<file path="src/rtl/tmds_decoder.sv">
// One TMDS receive channel: hunts the 10-bit word boundary on control tokens, holds lock, decodes symbols.
// Define TMDS_DECODER_ERRCNT_EN to add err_count_out, a saturating count of lock losses and failed confirms.
module tmds_decoder #(
    parameter int SEARCH_LEN  = 2048,
    parameter int LOCK_TOKENS = 16,
    parameter int LOSS_LEN    = 4096
) (
    input  logic        clk_in,
    input  logic        rst_in,
    input  logic [9:0]  tmds_in,
    output logic [7:0]  data_out,
    output logic [1:0]  control_out,
    output logic        ve_out,
    output logic        locked_out,
    output logic [3:0]  offset_out
`ifdef TMDS_DECODER_ERRCNT_EN
    ,
    output logic [15:0] err_count_out
`endif
);

    localparam int CNT_MAX_SL = (SEARCH_LEN > LOCK_TOKENS) ? SEARCH_LEN : LOCK_TOKENS;
    localparam int CNT_MAX    = (CNT_MAX_SL > LOSS_LEN) ? CNT_MAX_SL : LOSS_LEN;
    localparam int CNT_W      = $clog2(CNT_MAX + 1);

    localparam logic [CNT_W-1:0] SEARCH_LAST = CNT_W'(SEARCH_LEN - 1);
    localparam logic [CNT_W-1:0] LOCK_NEED   = CNT_W'(LOCK_TOKENS);
    localparam logic [CNT_W-1:0] LOSS_LAST   = CNT_W'(LOSS_LEN);

    localparam logic [9:0] TOK_00 = 10'b1101010100;
    localparam logic [9:0] TOK_01 = 10'b0010101011;
    localparam logic [9:0] TOK_10 = 10'b0101010100;
    localparam logic [9:0] TOK_11 = 10'b1010101011;

    typedef enum logic [1:0] {
        ST_SEARCH,
        ST_CONFIRM,
        ST_LOCKED
    } state_t;

    state_t           state_reg;
    logic [CNT_W-1:0] cnt_reg;
    logic [3:0]       offset_reg;
    logic             locked_reg;
    logic [9:0]       raw_q_reg;
    logic [9:0]       raw_qq_reg;
    logic [9:0]       sym_reg;
    logic             sym_tok_reg;
    logic [1:0]       sym_ctrl_reg;
    logic [7:0]       data_reg;
    logic [1:0]       ctrl_reg;
    logic             ve_reg;

    // Bit 19 of the full window is never reachable with offsets 0..9.
    logic [18:0] window;
    logic [9:0]  cand [10];
    logic [9:0]  sym;
    logic        is_tok;
    logic [1:0]  tok_val;

    assign window = {raw_q_reg[8:0], raw_qq_reg};

    genvar gi;
    generate
        for (gi = 0; gi < 10; gi++) begin : g_cand
            assign cand[gi] = window[gi+9:gi];
        end
    endgenerate

    always_comb begin
        sym = cand[0];
        for (int i = 1; i < 10; i++) begin
            if (offset_reg == 4'(i)) begin
                sym = cand[i];
            end
        end
    end

    always_comb begin
        is_tok  = 1'b1;
        tok_val = 2'b00;
        case (sym)
            TOK_00:  tok_val = 2'b00;
            TOK_01:  tok_val = 2'b01;
            TOK_10:  tok_val = 2'b10;
            TOK_11:  tok_val = 2'b11;
            default: is_tok  = 1'b0;
        endcase
    end

    // Symbol decode works on the registered symbol, one stage behind the aligner.
    logic [7:0] dinv;
    logic [7:0] dec;

    assign dinv   = sym_reg[9] ? ~sym_reg[7:0] : sym_reg[7:0];
    assign dec[0] = dinv[0];

    generate
        for (gi = 1; gi < 8; gi++) begin : g_dec
            assign dec[gi] = sym_reg[8] ? (dinv[gi] ^ dinv[gi-1]) : ~(dinv[gi] ^ dinv[gi-1]);
        end
    endgenerate

    logic [CNT_W-1:0] cnt_inc;
    logic [3:0]       offset_slip;

    assign cnt_inc     = cnt_reg + CNT_W'(1);
    assign offset_slip = (offset_reg == 4'd9) ? 4'd0 : offset_reg + 4'd1;

    always_ff @(posedge clk_in) begin
        if (rst_in) begin
            state_reg    <= ST_SEARCH;
            cnt_reg      <= '0;
            offset_reg   <= 4'd0;
            locked_reg   <= 1'b0;
            raw_q_reg    <= 10'd0;
            raw_qq_reg   <= 10'd0;
            sym_reg      <= 10'd0;
            sym_tok_reg  <= 1'b0;
            sym_ctrl_reg <= 2'b00;
            data_reg     <= 8'd0;
            ctrl_reg     <= 2'b00;
            ve_reg       <= 1'b0;
        end else begin
            raw_q_reg    <= tmds_in;
            raw_qq_reg   <= raw_q_reg;
            sym_reg      <= sym;
            sym_tok_reg  <= is_tok;
            sym_ctrl_reg <= tok_val;

            // locked_reg here is the lock state that resulted from judging sym_reg.
            if (!locked_reg) begin
                data_reg <= 8'd0;
                ctrl_reg <= 2'b00;
                ve_reg   <= 1'b0;
            end else if (sym_tok_reg) begin
                ctrl_reg <= sym_ctrl_reg;
                ve_reg   <= 1'b0;
            end else begin
                data_reg <= dec;
                ve_reg   <= 1'b1;
            end

            case (state_reg)
                ST_SEARCH: begin
                    if (is_tok) begin
                        state_reg <= ST_CONFIRM;
                        cnt_reg   <= CNT_W'(1);
                    end else if (cnt_inc == SEARCH_LAST) begin
                        offset_reg <= offset_slip;
                        cnt_reg    <= '0;
                    end else begin
                        cnt_reg <= cnt_inc;
                    end
                end
                ST_CONFIRM: begin
                    if (is_tok) begin
                        if (cnt_inc == LOCK_NEED) begin
                            state_reg  <= ST_LOCKED;
                            locked_reg <= 1'b1;
                            cnt_reg    <= '0;
                        end else begin
                            cnt_reg <= cnt_inc;
                        end
                    end else begin
                        state_reg  <= ST_SEARCH;
                        offset_reg <= offset_slip;
                        cnt_reg    <= '0;
                    end
                end
                ST_LOCKED: begin
                    if (is_tok) begin
                        cnt_reg <= '0;
                    end else if (cnt_inc == LOSS_LAST) begin
                        state_reg  <= ST_SEARCH;
                        locked_reg <= 1'b0;
                        cnt_reg    <= '0;
                    end else begin
                        cnt_reg <= cnt_inc;
                    end
                end
                default: begin
                    state_reg  <= ST_SEARCH;
                    locked_reg <= 1'b0;
                    cnt_reg    <= '0;
                end
            endcase
        end
    end

    assign data_out    = data_reg;
    assign control_out = ctrl_reg;
    assign ve_out      = ve_reg;
    assign locked_out  = locked_reg;
    assign offset_out  = offset_reg;

`ifdef TMDS_DECODER_ERRCNT_EN
    logic [15:0] err_reg;
    logic        fail_event;

    assign fail_event = (state_reg == ST_CONFIRM && !is_tok) ||
                        (state_reg == ST_LOCKED && !is_tok && cnt_inc == LOSS_LAST);

    always_ff @(posedge clk_in) begin
        if (rst_in) begin
            err_reg <= 16'd0;
        end else if (fail_event && err_reg != 16'hFFFF) begin
            err_reg <= err_reg + 16'd1;
        end
    end

    assign err_count_out = err_reg;
`endif

endmodule

</file>
<file path="config.mk">
export PLATFORM = sky130hd
export DESIGN_NAME = tmds_decoder
export DESIGN_NICKNAME = d
export VERILOG_FILES = /design/src/rtl/tmds_decoder.sv
export SDC_FILE = /design/constraint.sdc
export NUM_CORES = 1
export LEC_CHECK = 0
export CAP_MARGIN = 10
export CORE_ASPECT_RATIO = 0.5
export CORE_MARGIN = 2
export CORE_UTILIZATION = 45
export DETAILED_ROUTE_END_ITERATION = 16
export DONT_BUFFER_PORTS = 1
export GPL_TIMING_DRIVEN = 0
export PLACE_DENSITY_LB_ADDON = 0.15
export SLEW_MARGIN = 20
export SYNTH_ARGS = -nofsm -noshare
export SYNTH_HDL_FRONTEND = slang
export SYNTH_SLANG_ARGS = --single-unit
</file>
<file path="constraint.sdc">
create_clock -name clk_in -period 3.1 [get_ports clk_in]
set_input_delay 0.465 -clock clk_in [delete_from_list [all_inputs] [get_ports clk_in]]
set_output_delay 0.465 -clock clk_in [all_outputs]
set_load 0.03 [all_outputs]
</file>
* Yosys cells after proc, flatten, opt, wreduce, memory -nomap -nowiden
Index checks and enable logic that the tools add are counted.
Storage, ports and cells: bits of input ports 12, bits in registers 64, word-level logic and storage cells 108, output and inout bits 16
Cells by class: bitwise logic cells 17, multiplexer cells 43, reduce and logical (&&, ||, !) cells 7, add/sub/neg operators 2, eq/ne operators 27
Operator list (count):
- $mux 10 | 9
- $mux 13 | 6
- $pmux 13 s3 | 1
- $eq 10x10->1 const B | 2
- $eq 4x3->1 const B | 4
- $mux 4 | 4
- $ne 2x2->1 const B | 8
- $add 13x1->13 const B | 1
- $eq 13x11->1 const B | 1
- $eq 13x13->1 const B | 1
- $eq 13x5->1 const B | 1
- $mux 1 | 13
- $pmux 2 s3 | 2
- $eq 10x8->1 const B | 1
- $eq 10x9->1 const B | 1
- $mux 2 | 5
- $not 1->1 | 9
- $eq 4x2->1 const B | 2
- $eq 4x4->1 const B | 2
- $mux 8 | 1
- $not 8->8 | 1
- $pmux 4 s2 | 1
- $reduce_and 4->1 | 2
- $xor 1x1->1 | 7
- 11 further kinds | 11

* Depth between registers and ports, before layout
Gate-level depths: netlist (run 1).
depth in word-level cells 15, mapped depth 12, gate-level depth less buffers 9

* Worst setup path after synthesis (run 1)
Ideal clock, no wire load.
path kind register to register, from register offset_reg[0] (netlist: offset_out[0]), to register cnt_reg[2], stages on the path, launching flop included 12, data required time 3.012 ns, data arrival time 2.852 ns, period minus slack after synthesis 2.941 ns, buffers on the path 5, setup time 0.088 ns, setup slack 0.159 ns, cell sequence dfxtp_1 > buf_2 > buf_2 > buf_2 > buf_2 > a31oi_1 > a31oi_1 > nand4_1 > or4_4 > a2111o_1 > buf_6 > a221oi_2
On the way: longest elaborated chain between the ends 15, elaborated cells on any way between the ends 28, those cells by class eq/ne (13); mux (14); reduce/logical (1)
Ends and longest elaborated chain:
- start, declared | line 43 | logic [3:0] offset_reg;
- start signal, assigned | line 150 | offset_reg <= offset_slip;
- start signal, assigned | line 167 | offset_reg <= offset_slip;
- $eq 4x1->1 | line 73 | if (offset_reg == 4'(i)) begin
- $mux 10 (8 in a row) | line 73
- $mux 10 (*) | line 73
- $eq 10x10->1, or another cell as far along | line 82 | case (sym)
- $reduce_or 4->1 (no source line) (*)
- $mux 1 (*) | line 82
- $mux 13, on equally long branches | line 172, 146, 157
- $pmux 13 s3 (*) | line 144 | case (state_reg)
- end signal, assigned | line 153 | cnt_reg <= cnt_inc;
- end signal, assigned | line 163 | cnt_reg <= cnt_inc;
- end signal, assigned | line 179 | cnt_reg <= cnt_inc;
- end, declared | line 42 | logic [CNT_W-1:0] cnt_reg;
Every way passes the cells marked *; elsewhere a longest branch is shown, timed or not. A chain may end at the register's enable or synchronous reset.

* Final worst setup path (run 1)
from register offset_reg[1] (netlist: offset_out[1]), to register cnt_reg[2]
Same word-level chain as after synthesis.

==> flow_summary.ini, run 1 <==
[timing]
relSlewSlack_pct = 55.3
setup_violations = 11
finalCriticalPeriod_ns = 3.19
max_freq_mhz = 314
drv_slew = 0
finalClockSkew_ns = 0.00686
final_min_period_over_clock_period_pct = 103
fin_ws_ns = -0.0860
holdWs_ns = 0.249
rsz0062_at_grt = yes
tightestPinTransition_ns = 0.671
finalHoldViolations = 0

[route]
total_routed_wirelength_um = 12700
drt_pre_antenna_iters = 5
detail_route.iter0.violations = 598
detail_route.drc_violations = 0
total_vias_in_the_final_route = 4018
wl_per_cell_um = 19.8
route.antenna.remaining_nets = 0
number_of_vias_per_cell = 6.28

[critical_path]
timing.critical_path.from_type = register
cpMostUsedCell = sky130_fd_sc_hd__buf_6
worst-path-max-fanout = 10
slowest_delay_ns = 0.53
critical_path_class = reg2reg
worst_path_dominant_cell_family = simple AND/OR/NAND/NOR gates
crit_chain = buf_6 -> nand2_4 -> or3_1 -> o311a_1 -> a211oi_2 -> nand3_1 -> or4_4 -> a2111o_1 -> buf_6 -> a221oi_2
crit_path_end_kind = register
cp_data_arrival_time_ns = 3.44
crit_path_top_delay_cell = sky130_fd_sc_hd__or4_4
crit_buf_inv = 2
wp_data_required_ns = 3.35

[finish]
area_taken_by_multi_input_logic_gates_um2 = 2540
largest_reg_flops = 13
ff_latch_area_um2 = 1300
finalNetCount = 531
n_fill_cell = 789
layout-drive-gt1-share_pct = 20.1
synthToLayoutAreaGrowth_pct = 17.6

[yosys]
synth.yosys.warnings = 0
postSynthRegisterBits = 64
synth.avg_cell_area_um2 = 8.08
synth_edf_count = 0
syn_area_um2 = 4020
synth_seq_area_share_pct = 31.9
synth.lib_cells_used.distinct = 78
asyncSetResetFlopFracSynth_pct = 0
synthesis.nets = 512
ys_dominant_reg_cell = sky130_fd_sc_hd__dfxtp_1
post_synth_inst_count = 498

[power_and_ir_drop]
peakVddDrop_mv = 0.235
design_power_total_mw = 2.00
power.switching_uw = 497
cell_pwr_density_nw_per_um2 = 424
seqPwrFrac_pct = 43.4
comb_power_share_pct = 5.6
power.share.clock_pct = 51.0
power_report.internal_total_mw = 1.51
proportion_of_total_power_due_to_net_switching_pct = 24.8
static-leakage-power_nw = 1.74

[placement]
place_hpwl_um = 8530
place_congestion = 0.972
input_output_buffers = 0

[floorplan]
floorplan.die_area_um2 = 9750
die-width_um = 138
io_pins = 28
chip_height_um = 70.8
row_count = 24
floorplan.initialDensity_pct = 46.3
placeableCoreArea_um2 = 8680

[grt]
antenna_found_initial = 1
groute.usage.overall_pct = 27.0
grt_max_degree = 13
wire_length_of_the_first_global_routing_pass_um = 20200
via_count_of_the_first_global_routing_pass = 3682
overflow = 0

[clock_tree]
clock-root-buffer = sky130_fd_sc_hd__clkbuf_16
ctsLongestPathBuffers = 2
tritoncts = done
cts-buffers-inserted = 9
cts_hold_buf = 0
clock_insertion_delay_worst_skew_ns = 0.34
cts_sinks = 64
h-tree-depth = 3
cts.reportedPaths.clkPinSlew_ns = 0.06

[run_status]
failed_checks = negative setup slack
result_of_the_run = complete, but fails checks

[hold_path]
timing.hold.worst.class = in2reg

[run]
max-cap-violations = 0
[power by group through the flow]
stage	clock (mW)	combinational [mW]	sequential, mW
finish	1.02	0.111	0.870
global route	1.07	0.124	0.872
CTS	1.03	0.109	0.865
detailed placement	0	0.108	0.884
global placement	0	0.107	0.885
floorplan	0	0.0850	0.875
[per-stage QoR]
| step | instances | setup slack (ns) | setup TNS, ns | util, % | instance area, um2 |
|---|---|---|---|---|---|
| final | 640 | -0.0860 | -0.445 | 54.5 | 4730 |
| after global routing | 640 | -0.154 | -1.77 | 54.5 | 4730 |
| after CTS | 640 | -0.0232 | -0.0245 | 53.5 | 4650 |
| after detailed placement | 615 | -0.564 | -9.31 | 48.0 | 4170 |
| after global placement | 615 | -0.600 | -9.45 | 48.0 | 4170 |
| after floorplan | 498 | 0.159 | 0 | - | 4020 |
[cell usage in the layout (no fill, tap or decap), types with 7 or more instances in the layout]
cell type / instances
sky130_fd_sc_hd__dfxtp_1: 59
sky130_fd_sc_hd__a31oi_1: 7
sky130_fd_sc_hd__a21oi_1: 24
sky130_fd_sc_hd__nand2b_1: 9
sky130_fd_sc_hd__inv_1: 11
sky130_fd_sc_hd__o21ai_0: 18
sky130_fd_sc_hd__nand3_1: 8
sky130_fd_sc_hd__buf_4: 22
sky130_fd_sc_hd__a211oi_2: 9
sky130_fd_sc_hd__nor2_1: 65
sky130_fd_sc_hd__clkbuf_1: 9
sky130_fd_sc_hd__o22ai_1: 11
sky130_fd_sc_hd__xor2_1: 14
sky130_fd_sc_hd__clkbuf_16: 9
sky130_fd_sc_hd__nor2b_1: 23
sky130_fd_sc_hd__buf_6: 7
sky130_fd_sc_hd__nand2_1: 21
sky130_fd_sc_hd__nand4_1: 12
sky130_fd_sc_hd__nor3_1: 16
[layer usage]
metal  up-vias  routed length [um]  track usage [%]
met5         -                   0                0
met4         0                 268             9.52
met3        29                1430             9.18
met2       219                5320             37.2
met1      1888                5630             39.0
li1       1882                   -                -
[what timing repair did]
| item | CTS | global route |
|---|---|---|
| setup endpoints to repair | 23 | 21 |
| buffers inserted | 11 | 0 |
| gates resized for setup | 39 | 22 |
| pin swaps | 12 | 5 |
[worst paths after layout]
| kind | from | endpoint | slack, ns | cells after the start |
|---|---|---|---|---|
| max | offset_out[1] | cnt_reg[2] | -0.09 | 10 |
| min | tmds_in[2] | raw_q_reg[2] | 0.25 | 1 |
| max reg2reg | offset_out[1] | cnt_reg[2] | -0.09 | 10 |
| min reg2reg | raw_q_reg[9] | raw_qq_reg[9] | 0.43 | 1 |
[logic make-up (layout without fill, tap and decap cells)]
kind of cell	after synthesis	after routing	share of synthesized area, %
DFF	64	64	31.9
buffers and inverters	58	82	7.19
AOI/OAI and AO/OA	141	141	26.3
muxes	9	9	2.33
and+or+nand+nor	204	204	27.4
adders and majority gates	2	2	0.622
xor gates and xnor gates	20	20	4.36
other	0	1	0
[final cells by class]
class	instances	area share, %
Inverter	13	1.03
Timing Repair Buffer	11	1.75
Clock inverter	7	1.51
Sequential cell	64	27.4
Tap cell	117	3.10
Clock buffer	9	4.76
Multi-Input combinational cell	376	53.8
Buffer	42	6.56
Antenna cell	1	0.0529
[synth_stat cells (all sizes together), types with 3 or more instances]
| cell type | instances | share of area [%] |
|---|---|---|
| clkbuf | 18 | 1.7 |
| mux2 | 3 | 0.84 |
| nor3b | 6 | 1.2 |
| a211oi | 12 | 3.4 |
| a31o | 3 | 0.65 |
| o21ai | 21 | 2.6 |
| a221oi | 4 | 1.0 |
| buf | 27 | 4.3 |
| or2 | 3 | 0.47 |
| inv | 12 | 1.1 |
| nor3 | 17 | 2.1 |
| a31oi | 8 | 1.2 |
| nand2 | 22 | 2.2 |
| or4 | 5 | 1.0 |
| a21oi | 25 | 3.1 |
| nand4 | 13 | 2.2 |
| dfxtp | 64 | 32 |
| nand3 | 8 | 1.0 |
| o311ai | 3 | 0.65 |
| o31ai | 4 | 0.87 |
| o22a | 6 | 1.3 |
| xnor2 | 6 | 1.3 |
| nor2b | 24 | 3.7 |
| o221ai | 7 | 1.7 |
| o22ai | 12 | 1.9 |
| a211o | 6 | 1.3 |
| o211ai | 3 | 0.56 |
| and3 | 4 | 0.62 |
| nand2b | 9 | 1.4 |
| mux2i | 6 | 1.5 |
| a2bb2oi | 4 | 0.87 |
| xor2 | 14 | 3.0 |
| and2 | 5 | 0.78 |
| o32ai | 3 | 0.65 |
| nor4 | 7 | 1.2 |
| nor2 | 69 | 6.5 |
| o21a | 3 | 0.56 |
Note: power is estimated with default switching activity, not from simulation.
==> inputs of run 2 (changes only) <==
- CORE_UTILIZATION: 45 -> 55
==> run 2 against run 1 <==
The flow still finishes with violations (negative setup slack). Clock skew is 0.00071 ns higher. Clock power is 9% higher. Worst setup slack worse by 0.080 ns. Via count is 1.1% higher. Sequential share of layout area is 0.45 points lower. First-iteration DRC count is 26% lower. Largest power group unchanged. Total power is 4.5% higher. Fmax is 2.5% lower.
==> flow_summary.ini, run 2 (synthesized netlist as in run 1, its figures left out) <==
[run_status]
result_of_the_run = complete, but fails checks
failed_checks = negative setup slack

[critical_path]
slowest_delay_ns = 0.47
cpMostUsedCell = sky130_fd_sc_hd__buf_6
crit_chain = buf_6 -> buf_2 -> nor3_1 -> a21oi_1 -> o221ai_2 -> a211o_1 -> buf_4 -> nor4_4 -> nand4_1 -> a2111o_1 -> buf_6 -> a221oi_2
crit_path_top_delay_cell = sky130_fd_sc_hd__a2111o_1
cp_data_arrival_time_ns = 3.51
worst_path_dominant_cell_family = compound AO/OA/AOI/OAI gates
critical_path_class = reg2reg
crit_path_end_kind = register
worst-path-max-fanout = 10
timing.critical_path.from_type = register
wp_data_required_ns = 3.35
crit_buf_inv = 4

[timing]
finalCriticalPeriod_ns = 3.27
setup-tns-final_ns = -1.49
finalClockSkew_ns = 0.00756
drv_slew = 0
rsz0062_at_grt = yes
tightestPinTransition_ns = 0.647
relSlewSlack_pct = 56.8
final_min_period_over_clock_period_pct = 105
fin_ws_ns = -0.166
setup_violations = 10
finalHoldViolations = 0
max_freq_mhz = 306

[power_and_ir_drop]
cell_pwr_density_nw_per_um2 = 436
peakVddDrop_mv = 0.330
static-leakage-power_nw = 1.80

[clock_tree]
tritoncts = done
ctsLongestPathBuffers = 2
h-tree-depth = 3
cts_sinks = 64
cts.reportedPaths.clkPinSlew_ns = 0.06
clock-root-buffer = sky130_fd_sc_hd__clkbuf_16
cts-buffers-inserted = 9
clock_insertion_delay_worst_skew_ns = 0.34

[finish]
synthToLayoutAreaGrowth_pct = 19.4
area_taken_by_multi_input_logic_gates_um2 = 2600
layout_commonest_cell = sky130_fd_sc_hd__nor2_1
layout-drive-gt1-share_pct = 21.7
largest_reg_flops = 13
ff_latch_area_um2 = 1300
antenna_cells = 0
n_fill_cell = 566
mostFrequentLayoutCells = 68 x sky130_fd_sc_hd__nor2_1, 60 x sky130_fd_sc_hd__dfxtp_1, 24 x sky130_fd_sc_hd__a21oi_1
finalNetCount = 535

[run]
max-cap-violations = 0

[floorplan]
chip_height_um = 64.5
placeableCoreArea_um2 = 6880
floorplan.initialDensity_pct = 58.4
row_count = 21
die-width_um = 125
io_pins = 28
floorplan.die_area_um2 = 8050

[hold_path]
timing.hold.worst.class = in2reg

[grt]
overflow = 0
wire_length_of_the_first_global_routing_pass_um = 20500
grt_max_degree = 13
antenna_found_initial = 0
groute.usage.overall_pct = 32.6
via_count_of_the_first_global_routing_pass = 3817

[route]
drt_pre_antenna_iters = 5
total_routed_wirelength_um = 12800
route.antenna.remaining_nets = 0
detail_route.iter0.violations = 443
total_vias_in_the_final_route = 4062
wl_per_cell_um = 20.7
number_of_vias_per_cell = 6.57
detail_route.drc_violations = 0

[placement]
input_output_buffers = 0
dp_worst_setup_slack_ns = -0.547
place_congestion = 1.02
place_hpwl_um = 8670
==> run 2: cell type report <==
| type | count | share of cell area (%) |
|---|---|---|
| inverter | 13 | 1.02 |
| multi-input combinational | 377 | 54.1 |
| timing repair buffer | 15 | 2.29 |
| clock inverter | 6 | 1.90 |
| buffer | 41 | 6.38 |
| tap | 92 | 2.40 |
| sequential | 64 | 27.0 |
| clock buffer | 10 | 4.98 |
==> run 2: worst reg2reg max path: stages, from the launching register on <==
cell and delay, ns:
sky130_fd_sc_hd__dfxtp_4 0.43, sky130_fd_sc_hd__buf_6 0.16, sky130_fd_sc_hd__buf_2 0.24, sky130_fd_sc_hd__nor3_1 0.10, sky130_fd_sc_hd__a21oi_1 0.21, sky130_fd_sc_hd__o221ai_2 0.16
sky130_fd_sc_hd__a211o_1 0.35, sky130_fd_sc_hd__buf_4 0.16, sky130_fd_sc_hd__nor4_4 0.30, sky130_fd_sc_hd__nand4_1 0.23, sky130_fd_sc_hd__a2111o_1 0.47, sky130_fd_sc_hd__buf_6 0.16
sky130_fd_sc_hd__a221oi_2 0.20
==> run 2: metal layers <==
metal | GRT usage, % | vias to the layer above | share of wire [%]
met5 | 0 | - | 0
met4 | 9.31 | 0 | 2.4
met3 | 10.8 | 38 | 12
met2 | 48.4 | 247 | 41
met1 | 45.6 | 1871 | 45
li1 | - | 1906 | -
==> run 2: worst paths after layout <==
kind / start / endpoint / slack (ns) / cells after the start
hold reg to reg: raw_q_reg[8] / raw_qq_reg[8] / 0.45 / 2
setup reg to reg: offset_out[3] / cnt_reg[2] / -0.17 / 12
hold / removal: tmds_in[4] / raw_q_reg[4] / 0.26 / 1
setup / recovery: offset_out[3] / cnt_reg[2] / -0.17 / 12
==> run 2: power by group <==
part | total (mW) | switching [mW] | internal (mW)
combinational | 0.116 | 0.0671 | 0.0487
sequential | 0.868 | 0.0291 | 0.839
clock | 1.11 | 0.382 | 0.729
==> run 2: what timing repair did <==
action / CTS / global route
gates resized for setup: 32 / 37
pin swaps: 8 / 17
setup buffers: 8 / 6
endpoints found under the setup margin: 23 / 22
hold buffers: 0 / 0
cloned: 2 / 0
==> run 2: through the flow <==
step | power (mW) | cells | hold WS [ns] | util [%] | cell area, um2
global placement | 0.989 | 590 | 0.423 | 60.1 | 4140
finish | 2.10 | 618 | 0.256 | 69.8 | 4800
global route | 2.17 | 618 | 0.250 | 69.8 | 4800
detailed placement | 0.990 | 590 | 0.439 | 60.1 | 4140
floorplan | 0.960 | 498 | 0.414 | - | 4020
CTS | 2.10 | 614 | 0.252 | 67.4 | 4640
==> inputs of run 3 (changes only) <==
- RECOVER_POWER: default -> 25
==> run 3 against run 2 <==
The run still ends with negative setup slack left. Count of clock-buffer cells in the layout is the same. First-iteration DRC count grew 2.0%. Total power is essentially flat. Hold slack gained 0.00080 ns. Sequential power is essentially flat. Critical path type unchanged. Largest power group unchanged.
==> flow_summary.ini, run 3 (synthesized netlist as in run 1, its figures left out) <==
[run_status]
result_of_the_run = complete, but fails checks
failed_checks = negative setup slack

[hold_path]
hold_path_end = raw_q_reg[4]
worstHoldStart = tmds_in[4]
whs_path_depth = 1
timing.hold.worst.class = in2reg

[power_and_ir_drop]
peakVddDrop_mv = 0.330
cell_pwr_density_nw_per_um2 = 436
static-leakage-power_nw = 1.79
design_power_total_mw = 2.09

[grt]
groute.usage.overall_pct = 32.6
wire_length_of_the_first_global_routing_pass_um = 20500
overflow = 0
antenna_found_initial = 0
grt_max_degree = 13
via_count_of_the_first_global_routing_pass = 3817

[route]
route.antenna.remaining_nets = 0
number_of_vias_per_cell = 6.62
drt_pre_antenna_iters = 5
total_routed_wirelength_um = 12800
detail_route.iter0.violations = 452
wl_per_cell_um = 20.7
total_vias_in_the_final_route = 4091
detail_route.drc_violations = 0

[floorplan]
row_count = 21
placeableCoreArea_um2 = 6880
floorplan.die_area_um2 = 8050
io_pins = 28
die-width_um = 125
floorplan.initialDensity_pct = 58.4
chip_height_um = 64.5

[timing]
relSlewSlack_pct = 56.9
drv_slew = 0
holdWs_ns = 0.257
finalCriticalPeriod_ns = 3.28
final_min_period_over_clock_period_pct = 106
tightestPinTransition_ns = 0.647
fin_ws_ns = -0.182
finalClockSkew_ns = 0.00727
max_freq_mhz = 305
setup-tns-final_ns = -1.65
finalHoldViolations = 0
rsz0062_at_grt = yes
setup_violations = 10

[finish]
mostFrequentLayoutCells = 68 x sky130_fd_sc_hd__nor2_1, 60 x sky130_fd_sc_hd__dfxtp_1, 24 x sky130_fd_sc_hd__a21oi_1
postLayoutCellArea_um2 = 4800
n_fill_cell = 567
finalNetCount = 535
area_taken_by_multi_input_logic_gates_um2 = 2600
final_core_utilization_pct = 69.8
layout_commonest_cell = sky130_fd_sc_hd__nor2_1
layout.cells.non_filler = 618
synthToLayoutAreaGrowth_pct = 19.4
antenna_cells = 0
layout-drive-gt1-share_pct = 21.5
ff_latch_area_um2 = 1300
largest_reg_flops = 13

[critical_path]
worst-path-max-fanout = 10
crit-reg2reg-launch = offset_out[3]
reg2reg_depth = 12
critical_path_class = reg2reg
reg2reg_slack_ns = -0.18
worst_path_dominant_cell_family = compound AO/OA/AOI/OAI gates
crit_buf_inv = 4
cp_data_arrival_time_ns = 3.53
crit_chain = buf_6 -> buf_2 -> nor3_1 -> a21oi_1 -> o221ai_2 -> a211o_1 -> buf_4 -> nor4_4 -> nand4_1 -> a2111o_1 -> buf_6 -> a221oi_2
crit_path_top_delay_cell = sky130_fd_sc_hd__a2111o_1
crit_path_end_kind = register
r2r_end = cnt_reg[2]
wp_data_required_ns = 3.35
timing.critical_path.from_type = register
slowest_delay_ns = 0.47
cpMostUsedCell = sky130_fd_sc_hd__buf_6

[placement]
dp_worst_setup_slack_ns = -0.547
dpl_cell_area_um2 = 4140
place_congestion = 1.02
input_output_buffers = 0
place_hpwl_um = 8670
placedCellCount = 590

[clock_tree]
clock_insertion_delay_worst_skew_ns = 0.34
clock-root-buffer = sky130_fd_sc_hd__clkbuf_16
cts_sinks = 64
h-tree-depth = 3
cts.reportedPaths.clkPinSlew_ns = 0.06
ctsLongestPathBuffers = 2
tritoncts = done
cts-buffers-inserted = 9

[run]
max-cap-violations = 0
[run 3: cell types whose count changed in the layout (fill, tap and decap cells not counted)]
cell	delta
sky130_fd_sc_hd__buf_2	-1
sky130_fd_sc_hd__clkbuf_1	+1
[run 3: power breakdown]
| group | leakage (nW) | switching [mW] | internal [mW] |
|---|---|---|---|
| Combinational | 1.11 | 0.0672 | 0.0486 |
| Sequential | 0.525 | 0.0289 | 0.839 |
| Clock | 0.163 | 0.381 | 0.729 |
| Total | 1.79 | 0.477 | 1.62 |
[run 3: what timing repair did]
action                     4_1_cts  5_1_grt
resized for setup               32       37
hold buffers                     0        0
pin swaps                        8       17
setup buffers                    8        6
setup endpoints to repair       23       22
gates cloned                     2        0
hold endpoints to repair         0        0
[run 3: layout make-up]
cell class	count	share of cell area (%)
Buffer	41	6.36
Clock buffer	10	4.98
Clock inverter	6	1.90
Inverter	13	1.02
Multi-Input combinational cell	377	54.1
Sequential cell	64	27.0
Tap cell	92	2.40
Timing Repair Buffer	15	2.29
[run 3: how the worst max path moves through the flow]
stage / from / endpoint / slack, ns / cells past startpoint
final: offset_out[3] / cnt_reg[2] / -0.18 / 12
after global placement: offset_out[2] / cnt_reg[2] / -0.58 / 10
after global routing: offset_out[3] / cnt_reg[2] / -0.30 / 12
after CTS: offset_out[2] / cnt_reg[2] / -0.08 / 10
after floorplan: offset_out[0] / cnt_reg[2] / 0.16 / 11
after detailed placement: offset_out[2] / cnt_reg[2] / -0.55 / 10
[run 3: worst reg2reg max path, cell delays in order (launching register included)]
cell and delay, ns:
sky130_fd_sc_hd__dfxtp_4 0.43, sky130_fd_sc_hd__buf_6 0.17, sky130_fd_sc_hd__buf_2 0.24, sky130_fd_sc_hd__nor3_1 0.10
sky130_fd_sc_hd__a21oi_1 0.21, sky130_fd_sc_hd__o221ai_2 0.17, sky130_fd_sc_hd__a211o_1 0.35, sky130_fd_sc_hd__buf_4 0.16
sky130_fd_sc_hd__nor4_4 0.30, sky130_fd_sc_hd__nand4_1 0.23, sky130_fd_sc_hd__a2111o_1 0.47, sky130_fd_sc_hd__buf_6 0.16
sky130_fd_sc_hd__a221oi_2 0.20
[run 3: layer usage]
metal  routed length, um  track usage (%)
met5                   0                0
met2                5310             48.4
met1                5740             45.6
met4                 280             9.31
met3                1450             10.8
